`src/rtl/i2c_pkg.sv`:
```
// Shared types for the I2C masters: FSM states, bit-phase numbering and R/W bit value.
package i2c_pkg;

   typedef enum logic [2:0] {
      IDLE  = 3'd0,
      START = 3'd1,
      ADDR  = 3'd2,
      ACK   = 3'd3,
      DATA  = 3'd4,
      STOP  = 3'd5
   } state_e;

   localparam logic [1:0] P0 = 2'd0;
   localparam logic [1:0] P1 = 2'd1;
   localparam logic [1:0] P2 = 2'd2;
   localparam logic [1:0] P3 = 2'd3;

   localparam logic RW_WRITE = 1'b0;

   // Open-drain: a 0 on the wire means pull low, a 1 means release.
   function automatic logic sda_drive(input logic bit_val);
      return ~bit_val;
   endfunction

endpackage

```
`src/rtl/i2c_tick_detect.sv`:
```
// Turns every level change of the divided i2c_clk into a one-cycle tick in the ref_clk domain.
module i2c_tick_detect (
   input  logic clk_i,
   input  logic rst_i,
   input  logic lvl_i,
   output logic tick_o
);

   logic lvl_q;

   always_ff @(posedge clk_i or posedge rst_i) begin
      if (rst_i) begin
         lvl_q <= 1'b0;
      end else begin
         lvl_q <= lvl_i;
      end
   end

   assign tick_o = lvl_i ^ lvl_q;

endmodule

```
`src/rtl/i2c_master_write.sv`:
```
// Write-only I2C master: START, address+W, N data bytes with ACK check, STOP, on open-drain pads.
// Optional SCL clock stretching is enabled by defining I2C_CLK_STRETCH_EN.
module i2c_master_write
   import i2c_pkg::*;
#(
   parameter int DATA_W = 8,
   parameter int ADDR_W = 7
) (
   input  logic              ref_clk,
   input  logic              rst,
   input  logic              i2c_clk,
   input  logic              start,
   input  logic [ADDR_W-1:0] dev_addr,
   input  logic [DATA_W-1:0] wr_data,
   input  logic              wr_valid,
   output logic              wr_ready,
   output logic              busy,
   output logic              done,
   output logic              ack_err,
   output logic              scl_oe,
   output logic              sda_oe,
   input  logic              scl_i,
   input  logic              sda_i
);

   state_e              state_q, state_d;
   logic [1:0]          phase_q, phase_d;
   logic [2:0]          bit_q, bit_d;
   logic [DATA_W-1:0]   shift_q, shift_d;
   logic                scl_oe_q, scl_oe_d;
   logic                sda_oe_q, sda_oe_d;
   logic                nack_q, nack_d;
   logic                ack_err_q, ack_err_d;
   logic                done_q, done_d;
   logic                wr_ready_c;
   logic                tick;
   logic                hold;
   logic                adv;

   i2c_tick_detect u_tick (
      .clk_i  (ref_clk),
      .rst_i  (rst),
      .lvl_i  (i2c_clk),
      .tick_o (tick)
   );

   // phase_q names the phase the next tick will enter; P2/P3 pending means SCL is currently released.
`ifdef I2C_CLK_STRETCH_EN
   assign hold = !scl_oe_q && !scl_i && ((phase_q == P2) || (phase_q == P3)) && (state_q != IDLE);
`else
   logic unused_scl;
   assign unused_scl = scl_i;
   assign hold       = 1'b0;
`endif

   assign adv = tick & ~hold;

   always_ff @(posedge ref_clk or posedge rst) begin
      if (rst) begin
         state_q   <= IDLE;
         phase_q   <= P0;
         bit_q     <= 3'd0;
         shift_q   <= '0;
         scl_oe_q  <= 1'b0;
         sda_oe_q  <= 1'b0;
         nack_q    <= 1'b0;
         ack_err_q <= 1'b0;
         done_q    <= 1'b0;
      end else begin
         state_q   <= state_d;
         phase_q   <= phase_d;
         bit_q     <= bit_d;
         shift_q   <= shift_d;
         scl_oe_q  <= scl_oe_d;
         sda_oe_q  <= sda_oe_d;
         nack_q    <= nack_d;
         ack_err_q <= ack_err_d;
         done_q    <= done_d;
      end
   end

   always_comb begin
      state_d    = state_q;
      phase_d    = phase_q;
      bit_d      = bit_q;
      shift_d    = shift_q;
      scl_oe_d   = scl_oe_q;
      sda_oe_d   = sda_oe_q;
      nack_d     = nack_q;
      ack_err_d  = ack_err_q;
      done_d     = 1'b0;
      wr_ready_c = 1'b0;

      if (state_q == IDLE) begin
         if (start) begin
            state_d   = START;
            phase_d   = P0;
            bit_d     = 3'd0;
            shift_d   = DATA_W'({dev_addr, RW_WRITE});
            nack_d    = 1'b0;
            ack_err_d = 1'b0;
         end
      end else if (adv) begin
         phase_d = phase_q + 2'd1;
         case (state_q)
            START: begin
               case (phase_q)
                  P1: sda_oe_d = 1'b1;
                  P3: begin
                     scl_oe_d = 1'b1;
                     state_d  = ADDR;
                  end
                  default: ;
               endcase
            end

            ADDR, DATA: begin
               case (phase_q)
                  P0: sda_oe_d = sda_drive(shift_q[DATA_W-1]);
                  P1: scl_oe_d = 1'b0;
                  P3: begin
                     scl_oe_d = 1'b1;
                     shift_d  = shift_q << 1;
                     bit_d    = bit_q + 3'd1;
                     if (bit_q == 3'd7) begin
                        state_d = ACK;
                     end
                  end
                  default: ;
               endcase
            end

            ACK: begin
               case (phase_q)
                  P0: sda_oe_d = 1'b0;
                  P1: scl_oe_d = 1'b0;
                  P2: begin
                     nack_d = sda_i;
                     if (sda_i) begin
                        ack_err_d = 1'b1;
                     end
                  end
                  P3: begin
                     scl_oe_d = 1'b1;
                     if (nack_q || !wr_valid) begin
                        state_d = STOP;
                     end else begin
                        // Handshake and shifter load happen on this same edge.
                        wr_ready_c = 1'b1;
                        shift_d    = wr_data;
                        state_d    = DATA;
                     end
                  end
                  default: ;
               endcase
            end

            STOP: begin
               case (phase_q)
                  P0: sda_oe_d = 1'b1;
                  P1: scl_oe_d = 1'b0;
                  P2: sda_oe_d = 1'b0;
                  P3: begin
                     done_d  = 1'b1;
                     state_d = IDLE;
                  end
                  default: ;
               endcase
            end

            default: state_d = IDLE;
         endcase
      end
   end

   assign wr_ready = wr_ready_c;
   assign busy     = (state_q != IDLE);
   assign done     = done_q;
   assign ack_err  = ack_err_q;
   assign scl_oe   = scl_oe_q;
   assign sda_oe   = sda_oe_q;

endmodule
```
`config.mk`:
```
export PLATFORM = sky130hd
export DESIGN_NAME = i2c_master_write
export DESIGN_NICKNAME = d
export VERILOG_FILES = /design/src/rtl/i2c_pkg.sv /design/src/rtl/i2c_tick_detect.sv /design/src/rtl/i2c_master_write.sv
export SDC_FILE = /design/constraint.sdc
export NUM_CORES = 1
export LEC_CHECK = 0
export ABC_CLOCK_PERIOD_IN_PS = 1870
export BUFFER_PORTS_ARGS = -buffer_cell sky130_fd_sc_hd__buf_2
export CAP_MARGIN = 30
export CORE_MARGIN = 2
export CORE_UTILIZATION = 49
export DETAILED_ROUTE_END_ITERATION = 8
export GPL_TIMING_DRIVEN = 0
export HOLD_SLACK_MARGIN = 0.06
export PLACE_DENSITY_LB_ADDON = 0.15
export SLEW_MARGIN = 20
export SYNTH_ARGS = -nofsm -noshare
export SYNTH_HDL_FRONTEND = slang
export SYNTH_SLANG_ARGS = --single-unit
```
`constraint.sdc`:
```
create_clock -name ref_clk -period 1.87 [get_ports ref_clk]
set_input_delay 0.374 -clock ref_clk [delete_from_list [all_inputs] [get_ports ref_clk]]
set_output_delay 0.374 -clock ref_clk [all_outputs]
set_load 0.02 [all_outputs]
```
# Word level (Yosys, flattened, before mapping)
# Index checks and enable logic that the tools add are counted.
[word_totals] register_bits=22 elab_cells=115 inputBits=22 output_inout_bits=6
[op_classes] reduce_logical=24 add_sub_neg=2 muxes=53 bitwise_logic=3 eq_ne=23
[ops] cell="2-to-1 mux 8 bit" n=6
[ops] cell="2-to-1 mux 3 bit" n=13
[ops] cell="2-to-1 mux 1 bit" n=25
[ops] cell="inequality test 3 bit (second input constant)" n=6
[ops] cell="case mux 8 bit (2 select lines)" n=1
[ops] cell="AND reduction 7 bit" n=2
[ops] cell="case mux 3 bit (4 select lines)" n=1
[ops] cell="AND reduction 6 bit" n=2
[ops] cell="nonzero test 2 bit" n=6
[ops] cell="inequality test 2 bit (second input constant)" n=5
[ops] cell="equality test 3 bit (second input constant)" n=3
[ops] cell="nonzero test 3 bit" n=3
[ops] cell="AND reduction 4 bit" n=2
[ops] cell="equality test 3 x 2 -> 1 bit (second input constant)" n=2
[ops] cell="2-to-1 mux 2 bit" n=3
[ops] cell="inequality test 3 x 1 -> 1 bit (second input constant)" n=2
[ops] cell="AND reduction 5 bit" n=1
[ops] cell="equality test 2 bit (second input constant)" n=2
[ops] cell="case mux 1 bit (2 select lines)" n=2
[ops] cell="case mux 1 bit (4 select lines)" n=1
[ops] cell="nonzero test 4 bit" n=1
[ops] cell="adder 3 x 1 -> 3 bit (second input constant)" n=1
[ops] cell="equality test 3 x 1 -> 1 bit (second input constant)" n=1
[ops] cell="logical NOT 3 bit" n=1
[ops] cell="other kinds (12)" n=13

# Longest topological paths before layout
# Gate-level depths: netlist (run 1).
[logic_depth] word_depth=7 depth_mapped=7

# By module
# From an unflattened synthesis (run 1), not the netlist that was laid out.
[hier_totals] cells_unflattened=165 area_unflattened_um2=1463.9
[by_module_without_submodules] module="i2c_master_write" cells_per_inst=162 area_each_um2=1426.4 seq_area_each_um2=525.5 n_inst=1
[by_module_without_submodules] module="i2c_tick_detect" cells_per_inst=3 area_each_um2=37.5 seq_area_each_um2=25.0 n_inst=1

# Worst setup path before layout (run 1)
# OpenSTA, ideal clock, no wires.
[synth_timing] path_kind="reg2reg" from="register state_q[0]" to="register shift_q[0]" slack_ns=-0.132 stages_incl_launch_ff=8 arrival_ns=1.877 required_time_ns=1.745 n_path_buf=3 path_cell_list="dfrtp_1 > buf_6 > or3_1 > buf_2 > mux2_4 > a21boi_1 > buf_6 > mux2_4"
[synth_between] elab_chain_cells=5
[synth_lines] element="start, declared" line="i2c_master_write.sv:26" rtl="state_e state_q, state_d;"
[synth_lines] element="start signal, assigned" line="i2c_master_write.sv:70" rtl="state_q <= state_d;"
[synth_lines] element="equality test 3 x 2 -> 1 bit or equality test 3 bit (tied branches)" line="i2c_master_write.sv:105" rtl="case (state_q)"
[synth_lines] element="OR reduction 2 bit" line="i2c_master_write.sv:105"
[synth_lines] element="case mux 8 bit (2 select lines)" line="i2c_master_write.sv:105"
[synth_lines] element="2-to-1 mux 8 bit" line="i2c_master_write.sv:103" rtl="end else if (adv) begin"
[synth_lines] element="2-to-1 mux 8 bit" line="i2c_master_write.sv:94" rtl="if (state_q == IDLE) begin"
[synth_lines] element="end signal, assigned" line="i2c_master_write.sv:73" rtl="shift_q <= shift_d;"
[synth_lines] element="end, declared" line="i2c_master_write.sv:29" rtl="logic [DATA_W-1:0] shift_q, shift_d;"
# Parallel ways exist; a longest one is shown, timed or not. The select of a mux whose other input is x is not followed.
# A chain may end at the register's enable or synchronous reset.

# Worst setup path after layout (run 1)
# Ends and elaborated chain as after synthesis.

==> qor.yml, run 1 <==
status: "finished, violations left"
violations: "setup timing"
syn_area_mm2: 0.001489
htree_levels: 1
synth_cells: 172
finalSetupViolations: 8
hold_class: "input pin to flip-flop"
drc: 0
max_slew_margin_pct: 66.45
sequentialPowerShare_pct: 24.9
pin_count: 28
post-route-util_pct: 67.48
path_clk_slew_ns: 0.12
area_growth_pct: 34.96
top_layer: "met4"
wl_per_cell_um: 17.11
worstReg2RegStart: "state_q[0]"
dp_slack_ns: -0.2048
grt_pass1_vias: 1407
wl_met1_mm: 1.811
routabilityCongestion: 0.8574
cp.arrival_ns: 2.14
final_common_cell: "buf_2"
r2r-end: "shift_q[0]"
fmax_ghz: 0.5167
setup_ws_ns: -0.06530
hpwlAfterDp_mm: 2.708
dpl-instance-area_mm2: 0.001672
antenna_found_initial: 0
insertedDiodeCount: 0
core.rowCount: 20
ant_nets: 0
syn_avg_cell_area_um2: 8.657
reg2reg_setup_slack_ns: -0.07
drt_iter0_drc: 115
fin_skew_ns: 0.004538
fin_crit_ns: 1.935
tightest_slew_ns: 0.5033
p_int_mw: 1.806
synth_seq_area_share_pct: 36.97
critPathKind: "flip-flop to flip-flop"
holdWs_ns: 0.2033
post-route-period-util_pct: 103.5
crit_required_ns: 2.07
fill_cells: 236
vias: 1522
numPortBuffers: 26
route.met3.wl_um: 268
cp_cell_sequence: "buf_6 > or3_4 > mux2_4 > a21boi_4 > buf_12 > mux2_4"
via_per_inst: 6.040
p_sw_mw: 1.551
ys_ff_latch: 22
drt_wl_total_mm: 4.311
cts_made_buffers: 3
critical_path.max_stage_delay_ns: 0.40
drv_cap: 0
cpMaxStageDelayCell: "dfrtp_1"
track_usage_pct: 24.77
clockBufferDepth: 2
maxSlewViolCount: 0
grt_max_degree: 23
r2r_cells: 6
fin_nets: 249
cp_max_fo: 7
crit_end: "shift_q[0]"
coreArea_mm2: 0.002978
sw_frac_of_total_pct: 46.21
firstDrtPassIters: 4
dp.cells: 231
final_cell_count_no_fill: 252
hold_viol: 0
die_x_um: 59.13
rsz0062_at_grt: "yes"
critPathLaunch: "state_q[0]"
setup-tns-final_ns: -0.1987
cts_root_buf: "clkbuf_4"
cts_tree: "yes"
path_common_cell: "mux2_4"
crit_path_end_kind: "flip-flop"
die_h_um: 59.13
route.met2.wl_mm: 2.166
die_area_mm2: 0.003496
gr-total-overflow: 0
layout-drive-gt1-share_pct: 34.70
p_per_area_mw_per_mm2: 1671
ir_drop_uv: 842.3
cts_sinks: 22
fin_area_mm2: 0.002009
clock_latency_ns: 0.31
syn-num-nets: 200
combinationalPowerShare_pct: 68.5
leakagePower_nw: 0.9416
grt_first_pass_wirelength_mm: 6.541
clkPwrFrac_pct: 6.6
ys_warn_count: 0
cp-start-kind: "flip-flop"
start_util_pct: 50.00
yosysUniqueCellTypes: 35
finalPower_mw: 3.357
most-common-layout-cells: "buf_2, dfrtp_1, o21ai_0"
worst min path at each step:
stage | startpoint | to | slack, ns | depth (start not counted)
2_1_floorplan | rst | ack_err | 0.36 | 1
3_3_place_gp | bit_q[0] | bit_q[0] | 0.46 | 1
3_5_place_dp | nack_q | nack_q | 0.48 | 1
4_1_cts | i2c_clk | u_tick.lvl_q | 0.21 | 1
5_1_grt | i2c_clk | u_tick.lvl_q | 0.20 | 1
6_report | i2c_clk | u_tick.lvl_q | 0.20 | 1
state kept, by name (all words and copies together), names as in the netlist:
| register | count |
|---|---|
| shift_q | 8 |
| bit_q | 3 |
| state_q | 3 |
| phase_q | 2 |
| ack_err | 1 |
| done | 1 |
| nack_q | 1 |
| scl_oe | 1 |
| sda_oe | 1 |
| u_tick.lvl_q | 1 |
power by group through the flow:
stage / clock network, mW / registers, mW / logic, mW
final: 0.220 / 0.836 / 2.30
after global routing: 0.251 / 0.858 / 2.49
after CTS: 0.221 / 0.807 / 1.93
after detailed placement: 0 / 0.826 / 1.75
after global placement: 0 / 0.814 / 1.68
after floorplan: 0 / 0.825 / 1.29
final cells by class:
type | count | area [um^2] | share of cell area [%]
multi-input cells | 119 | 909.6 | 45.27
well taps | 33 | 41.29 | 2.055
plain buffers | 13 | 92.59 | 4.608
repair buffers | 46 | 326.6 | 16.25
inverters | 16 | 63.81 | 3.176
flip-flops and latches | 22 | 553.0 | 27.52
clock buffers | 3 | 22.52 | 1.121
synthesized netlist by cell type:
library cell | count | area share (%)
buf_2 | 1 | 0.34
a221o_1 | 1 | 0.67
o211ai_1 | 7 | 3.5
a21o_1 | 3 | 1.5
nand4b_1 | 2 | 1.2
a211oi_1 | 1 | 0.50
a21oi_1 | 12 | 4.0
o21a_1 | 1 | 0.50
mux2i_1 | 8 | 5.4
a21boi_1 | 1 | 0.50
o21ai_0 | 17 | 5.7
xor2_1 | 2 | 1.2
ha_1 | 6 | 5.0
clkinv_1 | 1 | 0.25
inv_1 | 15 | 3.8
nand2b_1 | 3 | 1.3
o221ai_1 | 8 | 4.7
or3_1 | 2 | 0.84
mux2_2 | 2 | 1.5
clkbuf_1 | 10 | 2.5
nand2_1 | 12 | 3.0
nor3_1 | 8 | 2.7
nand3_1 | 6 | 2.0
dfrtp_1 | 22 | 37
buf_6 | 2 | 1.5
o22a_1 | 1 | 0.59
o2111ai_1 | 1 | 0.59
nor2_1 | 4 | 1.0
mux2_4 | 2 | 2.0
nor2b_1 | 1 | 0.42
buf_1 | 2 | 0.50
and3_1 | 3 | 1.3
and4b_1 | 1 | 0.67
nor3b_1 | 1 | 0.50
a31oi_1 | 3 | 1.3
routing by layer:
layer,vias to the layer above,global-route usage (%)
li1,718,-
met2,61,42.06
met4,0,10.06
met1,735,31.41
met5,-,0
met3,8,3.712
cell families (layout without fill, tap and decap cells):
logic type / count (synthesis) / count (layout) / synth area share (%)
fa+ha+maj: 6 / 6 / 5.042
flops: 22 / 22 / 36.97
compound gates: 56 / 56 / 24.12
mux: 12 / 12 / 8.908
simple gates: 43 / 43 / 14.87
buf+inv: 31 / 78 / 8.907
xor+xnor: 2 / 2 / 1.177
timing repair:
item / 4_1_cts / 5_1_grt
hold buffers: 0 / 1
pin swaps: 2 / 5
resized for setup: 15 / 34
setup buffers: 10 / 8
setup endpoints to repair: 13 / 11
endpoints found under the hold margin: 0 / 5
worst max-delay path: cells and delay by family (launching register included):
kind | cells | cell delay, ns
flip-flops | 1 | 0.40
buffers and inverters | 2 | 0.28
multiplexers | 2 | 0.60
AO/OA/AOI/OAI | 1 | 0.15
AND/OR/NAND/NOR | 1 | 0.40
No activity file was read; power rests on OpenSTA's default activity.
==> run 2, diff against run 1 <==
CORE_ASPECT_RATIO = 1.2   (was default)
==> run 2 against run 1 <==
The run now ends clean. Wire length increased by 2.6%. Critical path type is now flip-flop to output port. Sequential power up 1%. Sequential cell count stayed put. Largest cell class unchanged. Combinational power decreased by 2%.
==> qor.yml, run 2 (synthesized netlist as in run 1, its figures left out) <==
max_slew_margin_pct: 66.00
gr-total-overflow: 0
grt_max_degree: 23
p_per_area_mw_per_mm2: 1722
cp.arrival_ns: 1.46
cts_tree: "yes"
top_register: "shift_q"
core.rowCount: 21
dp.cells: 232
hold_viol: 0
die_area_mm2: 0.003497
routabilityCongestion: 0.7955
setup-tns-final_ns: 0
drc: 0
layout-drive-gt1-share_pct: 35.75
fin_crit_ns: 1.832
start_util_pct: 52.47
reg2reg_setup_slack_ns: 0.05
firstDrtPassIters: 4
most-common-layout-cells: "buf_2, buf_4, dfrtp_1"
critical_path.max_stage_delay_ns: 0.45
dpl-instance-area_mm2: 0.001673
cts_sinks: 22
seq_area_um2: 553.0
numPortBuffers: 26
final_common_cell: "buf_2"
hold_class: "input pin to asynchronous set/reset pin"
status: "completed"
ant_nets: 0
htree_levels: 1
clockBufferDepth: 2
fmax_ghz: 0.5458
critPathKind: "flip-flop to output port"
leakagePower_nw: 0.9486
cp_cell_sequence: "nor2b_4 > nand2_1 > nor3_2 > buf_4"
wl_per_cell_um: 17.35
insertedDiodeCount: 0
die_x_um: 54.32
cpMaxStageDelayCell: "dfrtp_1"
fin_skew_ns: 0.004835
crit_path_end_kind: "output port"
cp-start-kind: "flip-flop"
pin_count: 28
crit_required_ns: 1.50
drv_cap: 0
grt_first_pass_wirelength_mm: 6.900
rsz0062_at_grt: "yes"
drt_iter0_drc: 64
finalSetupViolations: 0
post-route-period-util_pct: 97.97
fin_nets: 250
largest_reg_flops: 8
clock_latency_ns: 0.32
cts_made_buffers: 3
cts_root_buf: "clkbuf_4"
via_per_inst: 6.110
track_usage_pct: 26.55
maxSlewViolCount: 0
hpwlAfterDp_mm: 2.736
die_h_um: 64.39
tightest_slew_ns: 0.5101
cp_max_fo: 4
post-route-util_pct: 71.03
ir_drop_uv: 1009
drt_wl_total_mm: 4.424
fill_cells: 204
top_regs: "shift_q (8), bit_q (3), state_q (3)"
finalPower_mw: 3.471
final_cell_count_no_fill: 255
fin_area_mm2: 0.002016
antenna_found_initial: 0
coreArea_mm2: 0.002838
grt_pass1_vias: 1536
postCtsHoldBufs: 0
area_growth_pct: 35.38
multiInputGateArea_um2: 899.6
path_clk_slew_ns: 0.13
vias: 1558
[run 2: cell types whose count changed in the layout (fill, tap and decap cells not counted), sizes merged]
cell and delta:
buf +3, bufinv +1, clkbuf -1, dlygate4sd3 -1
[run 2: power breakdown]
group | internal [mW] | switching, mW | total, mW
clock | 0.217 | 0.158 | 0.375
sequential | 0.679 | 0.167 | 0.846
combinational | 1.04 | 1.21 | 2.25
total | 1.93 | 1.54 | 3.47
[run 2: area by class of cell]
class | instances | share of cell area (%)
multi-input cells | 119 | 44.63
clock inverters | 1 | 1.490
plain buffers | 13 | 4.345
flip-flops and latches | 22 | 27.44
inverters | 16 | 3.290
repair buffers | 47 | 15.58
well taps | 34 | 2.110
clock buffers | 3 | 1.117
[run 2: stage by stage]
stage	hold WS [ns]	setup WS, ns
2_1_floorplan	0.3632	-0.07037
3_3_place_gp	0.4608	-0.2136
3_5_place_dp	0.4795	-0.2526
4_1_cts	0.1959	-0.06647
5_1_grt	0.07393	-0.02314
6_report	0.03285	0.03792
[run 2: metal layers]
metal  track usage (%)  wire, um
met1             31.72      1728
met2             46.23      2245
met3             2.804       310
met4             11.25       140
met5                 0         0
[run 2: final timing paths]
path | startpoint | endpoint | cells after the start
setup / recovery | state_q[1] | wr_ready | 4
hold / removal | rst | shift_q[6] | 2
setup reg to reg | phase_q[1] | sda_oe | 6
hold reg to reg | bit_q[0] | bit_q[0] | 1
max in group asynchronous | rst | state_q[2] | 3
min in group ref_clk | i2c_clk | u_tick.lvl_q | 1
[run 2: critical path: cells and delay by family (launching register included)]
| kind | cells | cell delay, ns |
|---|---|---|
| AND/OR/NAND/NOR | 3 | 0.53 |
| flip-flops | 1 | 0.45 |
| buffers and inverters | 1 | 0.15 |
[run 2: repair_timing]
action | 4_1_cts | 5_1_grt
gates resized for setup | 15 | 29
gates cloned | 0 | 0
buffers inserted | 11 | 9
pin swaps | 2 | 6
setup endpoints to repair | 13 | 11
